--- config.mk ---
export PLATFORM = sky130hd
export DESIGN_NAME = maze_player_ctrl
export DESIGN_NICKNAME = d
export VERILOG_FILES = /design/src/rtl/maze_pkg.sv /design/src/rtl/btn_debounce.sv /design/src/rtl/maze_player_ctrl.sv
export SDC_FILE = /design/constraint.sdc
export NUM_CORES = 1
export LEC_CHECK = 0
export BUFFER_PORTS_ARGS = -buffer_cell sky130_fd_sc_hd__buf_2
export CAP_MARGIN = 20
export CORE_ASPECT_RATIO = 2
export CORE_MARGIN = 1.5
export CORE_UTILIZATION = 40
export CTS_BUF_LIST = sky130_fd_sc_hd__clkbuf_2
export DETAILED_ROUTE_END_ITERATION = 6
export PLACE_DENSITY = 0.53
export SYNTH_ARGS = -nofsm -noshare
export SYNTH_HDL_FRONTEND = slang
export SYNTH_HIERARCHICAL = 1
export SYNTH_SLANG_ARGS = --single-unit
--- constraint.sdc ---
create_clock -name in_clk -period 5 [get_ports in_clk]
set_input_delay 0.5 -clock in_clk [delete_from_list [all_inputs] [get_ports in_clk]]
set_output_delay 0.5 -clock in_clk [all_outputs]
set_load 0.01 [all_outputs]
--- src/rtl/maze_pkg.sv ---
// maze_pkg: shared grid geometry, direction/state encodings and cell helpers for the maze player controller.
package maze_pkg;
    localparam int GRID_N     = 5;
    localparam int CELL_PITCH = 96;
    localparam int ORIGIN_X   = 81;
    localparam int ORIGIN_Y   = 2;
    localparam int START_COL  = 0;
    localparam int START_ROW  = 4;
    localparam int END_COL    = 4;
    localparam int END_ROW    = 0;
    localparam logic [9:0] START_X = 10'(ORIGIN_X + CELL_PITCH * START_COL);
    localparam logic [9:0] START_Y = 10'(ORIGIN_Y + CELL_PITCH * START_ROW);

    typedef enum logic [2:0] {DIR_NONE, DIR_UP, DIR_DOWN, DIR_LEFT, DIR_RIGHT} dir_t;
    typedef enum logic [1:0] {IDLE, HOLD, WIN} state_t;

    function automatic int cell_idx(input int col, input int row);
        return row * GRID_N + col;
    endfunction

    // Bits are {right, left, down, up}; anything but exactly one high is no direction.
    function automatic dir_t decode_dir(input logic [3:0] lv);
        return lv == 4'b0001 ? DIR_UP :
               lv == 4'b0010 ? DIR_DOWN :
               lv == 4'b0100 ? DIR_LEFT :
               lv == 4'b1000 ? DIR_RIGHT : DIR_NONE;
    endfunction
endpackage

--- src/rtl/btn_debounce.sv ---
// btn_debounce: 2-FF synchroniser followed by a stability counter that qualifies level changes.
module btn_debounce #(
    parameter int DEBOUNCE_CYCLES = 1_000_000
) (
    input  logic in_clk,
    input  logic rst_n,
    input  logic raw,
    output logic level
);
    localparam int CW = $clog2(DEBOUNCE_CYCLES + 1);

    logic [1:0]    sync;
    logic [CW-1:0] cnt;

    always_ff @(posedge in_clk or negedge rst_n) begin
        if (!rst_n) begin
            sync  <= '0;
            cnt   <= '0;
            level <= 1'b0;
        end else begin
            sync <= {sync[0], raw};
            if (sync[1] == level)
                cnt <= '0;
            else if (cnt == CW'(DEBOUNCE_CYCLES - 1)) begin
                level <= sync[1];
                cnt   <= '0;
            end else
                cnt <= cnt + 1'b1;
        end
    end
endmodule

--- src/rtl/maze_player_ctrl.sv ---
// maze_player_ctrl: debounced button-driven player position for the 5x5 maze with wall/edge rejection and win detect.
// Define MAZE_AUTOREPEAT_EN to re-evaluate a single held direction every REPEAT_CYCLES.
module maze_player_ctrl
    import maze_pkg::*;
#(
    parameter int          DEBOUNCE_CYCLES = 1_000_000,
    parameter int          REPEAT_CYCLES   = 25_000_000,
    parameter logic [24:0] WALL_MAP        = 25'h0
) (
    input  logic       in_clk,
    input  logic       rst_n,
    input  logic       btn_up,
    input  logic       btn_down,
    input  logic       btn_left,
    input  logic       btn_right,
    input  logic       btn_restart,
    output logic [2:0] player_col,
    output logic [2:0] player_row,
    output logic [9:0] player_x,
    output logic [9:0] player_y,
    output logic       move_pulse,
    output logic       block_pulse,
    output logic [7:0] move_count,
    output logic       win
);
    localparam logic [2:0]  LAST     = 3'(GRID_N - 1);
    localparam logic [24:0] WALL_EFF = WALL_MAP
                                       & ~(25'(1) << cell_idx(START_COL, START_ROW))
                                       & ~(25'(1) << cell_idx(END_COL, END_ROW));
    localparam logic [31:0] WALL_EXT = {7'd0, WALL_EFF};

    logic [4:0] raw, lv, lv_q;
    logic       rs_q;
    state_t     state, next;
    dir_t       dir;
    logic [2:0] tcol, trow, col_n, row_n;
    logic [4:0] tidx;
    logic [9:0] x_n, y_n;
    logic [7:0] cnt_n;
    logic       in_grid, ok, eval, restart, accept, block, at_end, rep_fire, win_n;

    assign raw = {btn_restart, btn_right, btn_left, btn_down, btn_up};

    for (genvar i = 0; i < 5; i++) begin : g_db
        btn_debounce #(.DEBOUNCE_CYCLES(DEBOUNCE_CYCLES)) u_db (
            .in_clk (in_clk),
            .rst_n  (rst_n),
            .raw    (raw[i]),
            .level  (lv[i])
        );
    end

    assign dir     = decode_dir(lv_q[3:0]);
    assign in_grid = !((dir == DIR_UP    && player_row == 3'd0) ||
                       (dir == DIR_DOWN  && player_row == LAST) ||
                       (dir == DIR_LEFT  && player_col == 3'd0) ||
                       (dir == DIR_RIGHT && player_col == LAST));
    assign tcol    = dir == DIR_LEFT ? player_col - 3'd1 : dir == DIR_RIGHT ? player_col + 3'd1 : player_col;
    assign trow    = dir == DIR_UP   ? player_row - 3'd1 : dir == DIR_DOWN  ? player_row + 3'd1 : player_row;
    assign tidx    = 5'(cell_idx(int'(tcol), int'(trow)));
    assign ok      = in_grid && !WALL_EXT[tidx];
    assign at_end  = tcol == 3'(END_COL) && trow == 3'(END_ROW);
    assign restart = lv_q[4] && !rs_q;
    assign eval    = dir != DIR_NONE && (state == IDLE || rep_fire) && !restart;
    assign accept  = eval && ok;
    assign block   = eval && !ok;

`ifdef MAZE_AUTOREPEAT_EN
    localparam int RW = $clog2(REPEAT_CYCLES + 1);
    logic [RW-1:0] rep_cnt;
    logic [3:0]    dir_prev;

    assign rep_fire = state == HOLD && dir != DIR_NONE && lv_q[3:0] == dir_prev
                      && rep_cnt == RW'(REPEAT_CYCLES - 1);

    // Restarts on entering HOLD and whenever the held direction set changes.
    always_ff @(posedge in_clk or negedge rst_n) begin
        if (!rst_n) begin
            rep_cnt  <= '0;
            dir_prev <= '0;
        end else begin
            dir_prev <= lv_q[3:0];
            rep_cnt  <= (state != HOLD || dir == DIR_NONE || lv_q[3:0] != dir_prev || rep_fire)
                        ? '0 : rep_cnt + 1'b1;
        end
    end
`else
    assign rep_fire = 1'b0;
`endif

    always_ff @(posedge in_clk or negedge rst_n) begin
        if (!rst_n)
            state <= IDLE;
        else
            state <= next;
    end

    always_comb begin
        next = restart                          ? HOLD :
               accept && at_end                 ? WIN  :
               state == IDLE && |lv_q[3:0]      ? HOLD :
               state == HOLD && !(|lv_q[3:0])   ? IDLE : state;
    end

    always_comb begin
        col_n = restart ? 3'(START_COL) : accept ? tcol : player_col;
        row_n = restart ? 3'(START_ROW) : accept ? trow : player_row;
        x_n   = restart ? START_X :
                accept && dir == DIR_RIGHT ? player_x + 10'(CELL_PITCH) :
                accept && dir == DIR_LEFT  ? player_x - 10'(CELL_PITCH) : player_x;
        y_n   = restart ? START_Y :
                accept && dir == DIR_DOWN ? player_y + 10'(CELL_PITCH) :
                accept && dir == DIR_UP   ? player_y - 10'(CELL_PITCH) : player_y;
        cnt_n = restart ? 8'd0 : accept && move_count != 8'hFF ? move_count + 8'd1 : move_count;
        win_n = restart ? 1'b0 : accept && at_end ? 1'b1 : win;
    end

    always_ff @(posedge in_clk or negedge rst_n) begin
        if (!rst_n) begin
            lv_q        <= '0;
            rs_q        <= 1'b0;
            player_col  <= 3'(START_COL);
            player_row  <= 3'(START_ROW);
            player_x    <= START_X;
            player_y    <= START_Y;
            move_pulse  <= 1'b0;
            block_pulse <= 1'b0;
            move_count  <= 8'd0;
            win         <= 1'b0;
        end else begin
            lv_q        <= lv;
            rs_q        <= lv_q[4];
            player_col  <= col_n;
            player_row  <= row_n;
            player_x    <= x_n;
            player_y    <= y_n;
            move_pulse  <= accept;
            block_pulse <= block;
            move_count  <= cnt_n;
            win         <= win_n;
        end
    end
endmodule

# Yosys cells after proc, flatten, opt, wreduce, memory -nomap -nowiden
# Memories as Yosys holds them, arrays and structs flattened.
# Index checks and enable logic that the tools add are counted.
[classes]
eq_ne = 23
multipliers = 1
reduce_logical = 45
addsub = 15
n_mux = 37
magnitude_cmp = 1
n_bitwise = 5
[op_table]
columns = ["cell", "count"]
rows = [
  ["$mux 20", 10],
  ["$add 20x1->20 const B", 5],
  ["$eq 20x20->1 const B", 5],
  ["$mux 10", 6],
  ["$mux 3", 12],
  ["$add 10x7->10 const B", 2],
  ["$sub 10x7->10 const B", 2],
  ["$logic_and 1x1->1", 19],
  ["$mux 8", 2],
  ["$eq 3x3->1 const B", 4],
  ["$reduce_and 2->1", 5],
  ["$logic_not 3->1", 3],
  ["$reduce_bool 3->1", 3],
  ["$add 8x1->8 const B", 1],
  ["$mux 2", 4],
  ["$ne 8x8->1 const B", 1],
  ["$add 3x1->3 const B", 2],
  ["$eq 3x2->1 const B", 2],
  ["$logic_not 1->1", 6],
  ["$lt 5x6->1 const B", 1],
  ["$reduce_bool 2->1", 3],
  ["$sub 3x1->3 const B", 2],
  ["$add 5x3->5", 1],
  ["$eq 1x1->1", 5],
  ["13 further kinds", 21],
]
[totals]
elab_cells = 154
ff_bits = 160
out_inout_bits = 37
mem_bits_ro = 32
inputBits = 7
mem_count = 1
[memory_table]
columns = ["memory", "words", "word_bits", "read_ports", "rd_clocked_by_memory_dff", "wr", "line", "text"]
rows = [
  ["(name not given)", 32, 1, 1, 0, 0, "maze_player_ctrl.sv:61", "assign ok = in_grid && !WALL_EXT[tidx];"],
]

# Longest topological paths before layout
# Gate-level depths: netlist (run 1).
[depth]
word_depth = 19
depth_mapped = 16
depth_no_buf = 14

# Hierarchy
# The synthesis (run 1) kept the hierarchy.
[by_module_without_submodules]
columns = ["mod", "area_per_inst_um2", "cells_per_inst", "n_inst"]
rows = [
  ["btn_debounce", 1114.8, 108, 5],
  ["maze_player_ctrl", 2234.6, 234, 1],
]

# Worst setup path before layout (run 1)
# No wires, ideal clock.
[synth_path]
kind = "reg-to-reg"
from = "register lv_q[0]"
to = "register player_x[9]"
setup_time_ps = 87
period_less_slack_ps = 2815
t_arrival_ps = 2729
setup_slack_ps = 2185
stages_incl_launch_ff = 16
path_buffers = 2
t_required_ps = 4913
cell_sequence = "dfrtp_1 -> buf_2 -> xnor2_1 -> o22ai_2 -> and3_1 -> nand2_1 -> inv_2 -> buf_4 -> nand2_1 -> inv_1 -> fa_1 -> a21o_1 -> a21oi_1 -> xnor2_1 -> or3_1 -> o211ai_1"
[synth_between]
elab_chain_cells = 18
elab_cells_between_ends = 39
cone_classes = "add/sub: 1; mul: 1; eq/ne: 8; mux: 11; reduce/logical: 17; memory: 1"
[synth_lines]
columns = ["element", "line", "text"]
rows = [
  ["from (decl)", "maze_player_ctrl.sv:32", "logic [4:0] raw, lv, lv_q;"],
  ["from (signal assigned)", "maze_player_ctrl.sv:131", "lv_q <= lv;"],
  ["$eq 4x4->1", "maze_pkg.sv:26", "lv == 4'b1000 ? DIR_RIGHT : DIR_NONE;"],
  ["$mux 3", "maze_pkg.sv:26", ""],
  ["$mux 3", "maze_pkg.sv:25", "lv == 4'b0100 ? DIR_LEFT :"],
  ["$mux 3", "maze_pkg.sv:24", "lv == 4'b0010 ? DIR_DOWN :"],
  ["$mux 3 (*)", "maze_pkg.sv:23", "return lv == 4'b0001 ? DIR_UP :"],
  ["$eq 3x2->1", "maze_player_ctrl.sv:55, maze_player_ctrl.sv:59", ""],
  ["$mux 3 (2 in a row)", "maze_player_ctrl.sv:59", "assign trow = dir == DIR_UP ? player_row - 3'd1 : dir == DIR_DOWN ? player_row + 3'd1 : player_row;"],
  ["$mul 3x3->5", "maze_pkg.sv:18", "return row * GRID_N + col;"],
  ["(+2 left out)", "n/a", ""],
  ["$mux 1 (implied by the code)", "maze_player_ctrl.sv:61", ""],
  ["$logic_not 1->1", "maze_player_ctrl.sv:61", ""],
  ["$logic_and 1x1->1", "maze_player_ctrl.sv:61", ""],
  ["$logic_and 1x1->1 (*)", "maze_player_ctrl.sv:65", "assign accept = eval && ok;"],
  ["via accept", "maze_player_ctrl.sv:40", "logic in_grid, ok, eval, restart, accept, block, at_end, rep_fire, win_n;"],
  ["$logic_and 1x1->1", "maze_player_ctrl.sv:109", "accept && dir == DIR_RIGHT ? player_x + 10'(CELL_PITCH) :"],
  ["$mux 10", "maze_player_ctrl.sv:109", ""],
  ["$mux 10", "maze_player_ctrl.sv:108", "x_n = restart ? START_X :"],
  ["to (signal assigned)", "maze_player_ctrl.sv:135", "player_x <= x_n;"],
  ["to (decl)", "maze_player_ctrl.sv:19", "output logic [9:0] player_x,"],
]
# The timed path passes the listed nets; every way through them passes the cells marked *. The select of a mux whose other input is x is not followed.
# A chain may end at the register's enable or synchronous reset.

# Worst setup path in the final report (run 1)
[layout_path]
from = "register lv_q[0]"
to = "register player_y[9]"
[layout_between]
elab_chain_cells = 18
elab_cells_between_ends = 39
cone_classes = "add/sub: 1; mul: 1; eq/ne: 8; mux: 11; reduce/logical: 17; memory: 1"
[layout_lines]
columns = ["element", "line", "text"]
rows = [
  ["$eq 4x4->1", "maze_pkg.sv:26", ""],
  ["$mux 3", "maze_pkg.sv:26", ""],
  ["$mux 3", "maze_pkg.sv:25", ""],
  ["$mux 3", "maze_pkg.sv:24", ""],
  ["$mux 3 (*)", "maze_pkg.sv:23", ""],
  ["$eq 3x2->1", "maze_player_ctrl.sv:55, maze_player_ctrl.sv:59, maze_player_ctrl.sv:112", ""],
  ["$mux 3 (2 in a row)", "maze_player_ctrl.sv:59", ""],
  ["$mul 3x3->5", "maze_pkg.sv:18", ""],
  ["$add 5x3->5", "maze_pkg.sv:18", ""],
  ["$mem_v2 32x1", "n/a", ""],
  ["$mux 1 (implied by the code)", "maze_player_ctrl.sv:61", ""],
  ["$logic_not 1->1", "maze_player_ctrl.sv:61", ""],
  ["$logic_and 1x1->1", "maze_player_ctrl.sv:61", ""],
  ["$logic_and 1x1->1", "maze_player_ctrl.sv:65", ""],
  ["$logic_and 1x1->1", "maze_player_ctrl.sv:112", "accept && dir == DIR_DOWN ? player_y + 10'(CELL_PITCH) :"],
  ["$mux 10", "maze_player_ctrl.sv:112", ""],
  ["$mux 10", "maze_player_ctrl.sv:111", "y_n = restart ? START_Y :"],
  ["to (signal assigned)", "maze_player_ctrl.sv:136", "player_y <= y_n;"],
  ["to (decl)", "maze_player_ctrl.sv:20", "output logic [9:0] player_y,"],
]
# Every way passes the cells marked *; elsewhere a longest branch is shown, timed or not. The select of a mux whose other input is x is not followed.

==> qor.csv, run 1 <==
stage,metric,value,unit
outcome,outcome,"finished, final reports clean",
drt,via count,5678,
drt,DR pass1 iterations,5,
worst_setup_path,Worst Setup End Kind,flip-flop,
die,I/O Pins,44,
drt,WL final,15.71,mm
cells_and_area,fill cell count,1901,
sta,TNS Setup,0,ns
clocking,TritonCTS Sinks,151,
sta,Final setup viols,0,
power,"Power, Total",2.094,mW
synth,synthesized area per cell,10.09,µm²
synth,"Cell Area, Synth",7809,µm²
worst_setup_path,Setup crit start kind,flip-flop,
drt,DRT iter0 DRCs,268,
sta,Clock Skews,0.02862,ns
synth,"FF+latch count, synth",151,
worst_setup_path,Reg2Reg Setup Slack,1.86,ns
worst_setup_path,Crit path top cell by count,nand2_1,
worst_setup_path,worst path bufs/invs,2,
place,placed instance area,8195,µm²
clocking,clock slew at reported path FFs,0.23,ns
place,placed wire-length estimate,11.39,mm
drt,"antenna viol nets, final",0,
power,worst vdd ir,0.0001223,V
clocking,CTS Hold Bufs,6,
grt,gr ovfl total,0,
place,GP Congestion,0.8420,
synth,"Top FF cell, synth",dfrtp_1,
synth,Post-synth EDFFs,0,
power,Leakage,3.715,nW
die,Rows,72,
clocking,clk buf depth,2,
power,Pwr Density,245.1,nW/µm²
sta,Final Hold Fails,0,
sta,FMAX,318.0,MHz
sta,worst slew pin tran,0.9487,ns
clocking,Clock Latency Late Sink,0.70,ns
sta,period utilization,62.90,%
synth,yosys warns,6,
die,Starting Density,40.50,%
clocking,post_cts resized,0,
grt,first-pass GRT wire length,26.91,mm
cells_and_area,Final Instance Area,8546,µm²
clocking,Num CTS Buffers,17,
grt,antenna violations before repair,1,
die,Die Y,200.6,µm
worst_setup_path,top cell family by delay on the critical path,simple AND/OR/NAND/NOR gates,
cells_and_area,Layout area overhead,9.438,%
sta,RSZ-0062 raised after global routing,no,
worst_setup_path,"Largest stage delay, worst path",0.55,ns
worst_setup_path,Critical Path Slowest Stage Cell,dfrtp_1,
sta,fin. max-slew vios,0,
worst_setup_path,worst-case reg-to-reg path depth,13,
worst_setup_path,CP Depth,13,
worst_setup_path,"critical path, cell by cell",or2_1 -> o22ai_2 -> and3_1 -> nand2_1 -> inv_2 -> nand2_1 -> fa_1 -> inv_1 -> a21o_1 -> a21oi_1 -> xnor2_1 -> or3_1 -> o221ai_1,
sta,Slew headroom,36.75,%
die,die width,101.8,µm
synth,post-synthesis cell count,774,
grt,GRT Util Overall,16.49,%
grt,vias in the first global route,5817,
clocking,root buf cell,clkbuf_2,
clocking,post-CTS setup buffer count,0,
place,port bufs,36,
synth,sequential share of the synthesized area,48.47,%
drt,DRC violation count after routing,0,
synth,Netlist cell types,56,
worst_setup_path,WP data required,5.63,ns
grt,largest net degree at the start of global routing,104,
synth,async set-or-reset flop fraction in the synthesized netlist,100.0,%
die,die area,20420,µm²
clocking,CTS tree,yes,
drt,wire length per cell,14.40,µm
cells_and_area,fin nets,846,
cells_and_area,utilization after layout,44.33,%
die,core area,19280,µm²
job,max cap viols,0,
sta,min Tclk post-route,3.145,ns
worst_setup_path,"Worst Path Class, Setup",flip-flop to flip-flop,
hold_path,WHS Path Cells,0,
drt,number of vias per cell,5.204,
cells_and_area,share of cells above drive strength 1,12.64,%
worst_setup_path,"Arr. time, crit path",3.78,ns
clocking,H-tree Lvls,4,
hold_path,hold crit path type,flip-flop to flip-flop,
worst_setup_path,Worst Path Max Fanout,13,
-- where the power goes --
group          internal, mW  switching (mW)
sequential             1.24          0.0140
combinational        0.0174          0.0486
clock                 0.332           0.445
total                  1.59           0.507
-- flip-flops by register name, indices dropped and copies added (netlist names), 3 cells and up --
register         flops
player_x             6
player_row           3
move_count           8
player_y             5
player_col           3
g_db.u_db/level      5
lv_q                 5
g_db.u_db/cnt      100
g_db.u_db/sync      10
-- cell usage in the layout (no fill, tap or decap), types with 24 or more instances in the layout --
master | Yosys | layout
dfrtp_1 | 146 | 146
buf_2 | 9 | 35
inv_1 | 33 | 33
xor2_1 | 27 | 27
xnor2_1 | 64 | 64
nor2_1 | 106 | 106
nand3_1 | 42 | 42
a21oi_1 | 24 | 24
nand2_1 | 54 | 54
nor3_1 | 27 | 27
-- synth_stat cells (9+ instances only) --
master	n	area share, %
a21oi_1	24	1.5
and3_1	10	0.80
and4_1	10	1.1
buf_2	9	0.58
buf_4	13	1.2
dfrtp_1	146	47
ha_1	19	3.0
inv_1	33	1.6
mux2i_1	18	2.3
nand2_1	54	2.6
nand3_1	42	2.7
nand4_1	15	1.2
nor2_1	106	5.1
nor3_1	27	1.7
nor4_1	21	1.7
nor4b_1	10	1.1
o21ai_0	21	1.3
or3_1	17	1.4
xnor2_1	64	7.2
xor2_1	27	3.0
-- worst paths after layout --
| check | endpoint | from |
|---|---|---|
| setup / recovery | player_y[9]$_DFFE_PN0P_ | lv_q[0]$_DFF_PN0_ |
| hold / removal | g_db[0].u_db/sync[1]$_DFF_PN0_ | g_db[0].u_db/sync[0]$_DFF_PN0_ |
| setup reg to reg | player_y[9]$_DFFE_PN0P_ | lv_q[0]$_DFF_PN0_ |
| hold reg to reg | g_db[0].u_db/sync[1]$_DFF_PN0_ | g_db[0].u_db/sync[0]$_DFF_PN0_ |
| max in group asynchronous | g_db[2].u_db/cnt[0]$_DFF_PN0_ | rst_n |
| min in group asynchronous | g_db[3].u_db/cnt[8]$_DFF_PN0_ | rst_n |
-- kinds of logic after synthesis --
family / count (synthesis) / share of synthesized area [%]
XOR/XNOR: 91 / 10.21
AO/OA/AOI/OAI: 73 / 6.153
adder cells (fa/ha/maj): 21 / 3.557
multiplexers: 23 / 3.028
AND/OR/NAND/NOR: 355 / 24.84
buffers and inverters: 59 / 3.701
other: 1 / 0.04802
flip-flops: 151 / 48.47
-- stage by stage --
step	worst slack (ns)	std cells	hold slack, ns
final	1.855	1091	0.3902
after global routing	1.653	1091	0.3050
after CTS	1.886	1090	0.3197
after detailed placement	1.891	1052	0.3464
after global placement	2.010	1052	0.3423
after floorplan	2.185	780	0.2044
-- layer usage --
layer | GRT usage [%] | up-vias | wire, µm
met5 | 0 | - | 0
met4 | 7.093 | 0 | 379
met3 | 2.716 | 31 | 350
met2 | 31.64 | 93 | 8911
met1 | 16.77 | 2776 | 6072
li1 | - | 2778 | -
-- cell type report --
class,count,area [µm²],area share [%]
multi-input cells,570,3757,43.97
clock buffers,17,85.08,0.9956
well taps,259,324.1,3.792
inverters,34,127.6,1.493
repair buffers,44,261.5,3.060
clock inverters,15,202.7,2.372
diodes,1,2.502,0.02928
flip-flops and latches,151,3785,44.29
(Power assumes the default switching activity.)
==> inputs of run 2 (changes only) <==
==> constraint.sdc (replaced) <==
create_clock -name in_clk -period 3 [get_ports in_clk]
set_input_delay 0.3 -clock in_clk [delete_from_list [all_inputs] [get_ports in_clk]]
set_output_delay 0.3 -clock in_clk [all_outputs]
set_load 0.01 [all_outputs]
==> run 2 against run 1 <==
- combinational power grew 82%
- final area grew 1.2%
- total power grew 61%
- sequential power grew 67%
- via count grew 2.6%
- non-clock buffer count grew 14
- clock-buffer cell count is the same
- clock skew grew 0.016 ns
- sequential share of layout area shrank 0.50 points
- worst setup slack lost 1.7 ns
- register-to-register slack lost 1.7 ns
- critical path depth is the same
==> qor.csv, run 2 (same netlist as run 1, synthesis figures left out) <==
stage,metric,value,unit
place,placed instance area,8290,µm²
drt,via count,5825,
cells_and_area,"commonest cells after routing, fill and taps aside","dfrtp_1 (145), nor2_1 (106), xnor2_1 (63), nand2_1 (54), nand3_1 (42)",
cells_and_area,Layout area overhead,10.74,%
sta,Final Hold Fails,0,
worst_setup_path,WP data required,3.67,ns
sta,Final setup viols,0,
cells_and_area,fin nets,860,
worst_setup_path,Setup crit start kind,flip-flop,
sta,worst slew pin tran,0.7885,ns
sta,final hold slack,0.1769,ns
worst_setup_path,"critical path, cell by cell",nand2b_1 -> mux2i_1 -> a31oi_4 -> nand2_1 -> inv_2 -> nand2_1 -> inv_1 -> fa_1 -> a21o_1 -> a21oi_1 -> xnor2_1 -> or3_1 -> o211ai_1,
clocking,Num CTS Buffers,17,
cells_and_area,"leading cell type in the layout, fill and taps excluded",dfrtp_1,
drt,met3 routed WL,373,µm
place,placed wire-length estimate,11.72,mm
place,Setup WS pre-CTS,0.1490,ns
drt,DRC violation count after routing,0,
die,core area,19280,µm²
place,GP Congestion,0.8525,
grt,largest net degree at the start of global routing,74,
hold_path,hold crit path type,primary input to flip-flop,
cells_and_area,Top Registers,"g_db.u_db/cnt (100), g_db.u_db/sync (10), move_count (8)",
drt,DR pass1 iterations,4,
worst_setup_path,Worst Path Max Fanout,10,
sta,Clock Skews,0.04455,ns
clocking,clock slew at reported path FFs,0.26,ns
grt,gr ovfl total,0,
worst_setup_path,"Arr. time, crit path",3.49,ns
clocking,TritonCTS Sinks,151,
worst_setup_path,Worst Setup End Kind,flip-flop,
drt,met2 wire length,9.336,mm
worst_setup_path,Critical Path Slowest Stage Cell,dfrtp_1,
clocking,root buf cell,clkbuf_2,
drt,DR top layer,met4,
clocking,Clock Latency Late Sink,0.74,ns
sta,Final WS setup,0.1808,ns
worst_setup_path,Crit path top cell by count,nand2_1,
die,Rows,72,
drt,number of vias per cell,5.271,
worst_setup_path,"Largest stage delay, worst path",0.53,ns
outcome,outcome,"finished, final reports clean",
clocking,CTS tree,yes,
sta,period utilization,93.97,%
grt,GRT Util Overall,17.41,%
worst_setup_path,top cell family by delay on the critical path,simple AND/OR/NAND/NOR gates,
cells_and_area,utilization after layout,44.85,%
drt,"antenna viol nets, final",0,
die,Starting Density,40.50,%
clocking,H-tree Lvls,4,
sta,RSZ-0062 raised after global routing,no,
drt,WL final,16.42,mm
drt,DRT met1 WL,6.314,mm
cells_and_area,Top reg by flops,g_db.u_db/cnt,
die,die width,101.8,µm
die,die area,20420,µm²
drt,wire length per cell,14.86,µm
worst_setup_path,worst path bufs/invs,2,
sta,Slew headroom,47.43,%
power,Pwr Density,389.9,nW/µm²
sta,min Tclk post-route,2.819,ns
sta,TNS Setup,0,ns
cells_and_area,Final Instance Area,8647,µm²
worst_setup_path,"Worst Path Class, Setup",flip-flop to flip-flop,
power,Leakage,3.781,nW
die,Die Y,200.6,µm
sta,fin. max-slew vios,0,
die,I/O Pins,44,
place,port bufs,36,
sta,FMAX,354.7,MHz
grt,antenna violations before repair,1,
cells_and_area,share of cells above drive strength 1,14.44,%
job,max cap viols,0,
power,worst vdd ir,0.0001996,V
drt,DRT iter0 DRCs,192,
grt,first-pass GRT wire length,28.30,mm
cells_and_area,Largest register FFs,100,
clocking,clk buf depth,2,
grt,vias in the first global route,5954,
run 2: worst paths after layout:
kind                                                start                        endpoint  slack (ns)  depth (start not counted)
min in group asynchronous                           rst_n   g_db[2].u_db/cnt[7]$_DFF_PN0_        0.49                          3
setup reg to reg                        lv_q[2]$_DFF_PN0_         player_x[9]$_DFFE_PN0P_        0.18                         13
max in group asynchronous                           rst_n   g_db[3].u_db/cnt[0]$_DFF_PN0_        1.83                          4
hold / removal                                     btn_up  g_db[0].u_db/sync[0]$_DFF_PN0_        0.18                          2
hold reg to reg            g_db[4].u_db/sync[0]$_DFF_PN0_  g_db[4].u_db/sync[1]$_DFF_PN0_        0.38                          0
setup / recovery                        lv_q[2]$_DFF_PN0_         player_x[9]$_DFFE_PN0P_        0.18                         13
run 2: cell type report:
class	count	area, µm²
diodes	1	2.502
fillers	1914	10630
inverters	34	127.6
repair buffers	58	394.1
well taps	259	324.1
flip-flops and latches	151	3786
multi-input cells	570	3770
clock inverters	15	157.7
clock buffers	17	85.08
run 2: routing by layer:
layer | vias to the layer above | global-route usage (%)
met5 | - | 0
met4 | 0 | 7.391
met3 | 26 | 3.029
met2 | 86 | 32.76
met1 | 2902 | 18.27
li1 | 2811 | -
run 2: worst register-to-register path, stage by stage (launching register included):
cell      delay (ns)
dfrtp_1         0.53
nand2b_1        0.22
mux2i_1         0.26
a31oi_4         0.12
nand2_1         0.10
inv_2           0.07
nand2_1         0.13
inv_1           0.09
fa_1            0.40
a21o_1          0.19
a21oi_1         0.17
xnor2_1         0.10
or3_1           0.31
o211ai_1        0.08
run 2: metrics by stage:
stage | power [mW] | instances
floorplan | 2.172 | 780
global placement | 2.228 | 1063
detailed placement | 2.233 | 1063
CTS | 3.455 | 1103
global route | 3.551 | 1105
finish | 3.372 | 1105
run 2: report_power, final:
group	total [mW]	leakage (nW)	switching, mW	internal, mW
logic	0.120	1.58	0.0847	0.0352
clock network	1.17	0.148	0.826	0.340
registers	2.09	2.05	0.0229	2.06
total	3.37	3.78	0.934	2.44
run 2: repair_timing:
action | 4_1_cts | 5_1_grt
endpoints found under the hold margin | 155 | 0
setup endpoints to repair | 0 | 1
gates resized for setup | 0 | 3
setup buffers | 0 | 1
hold buffers | 8 | 0
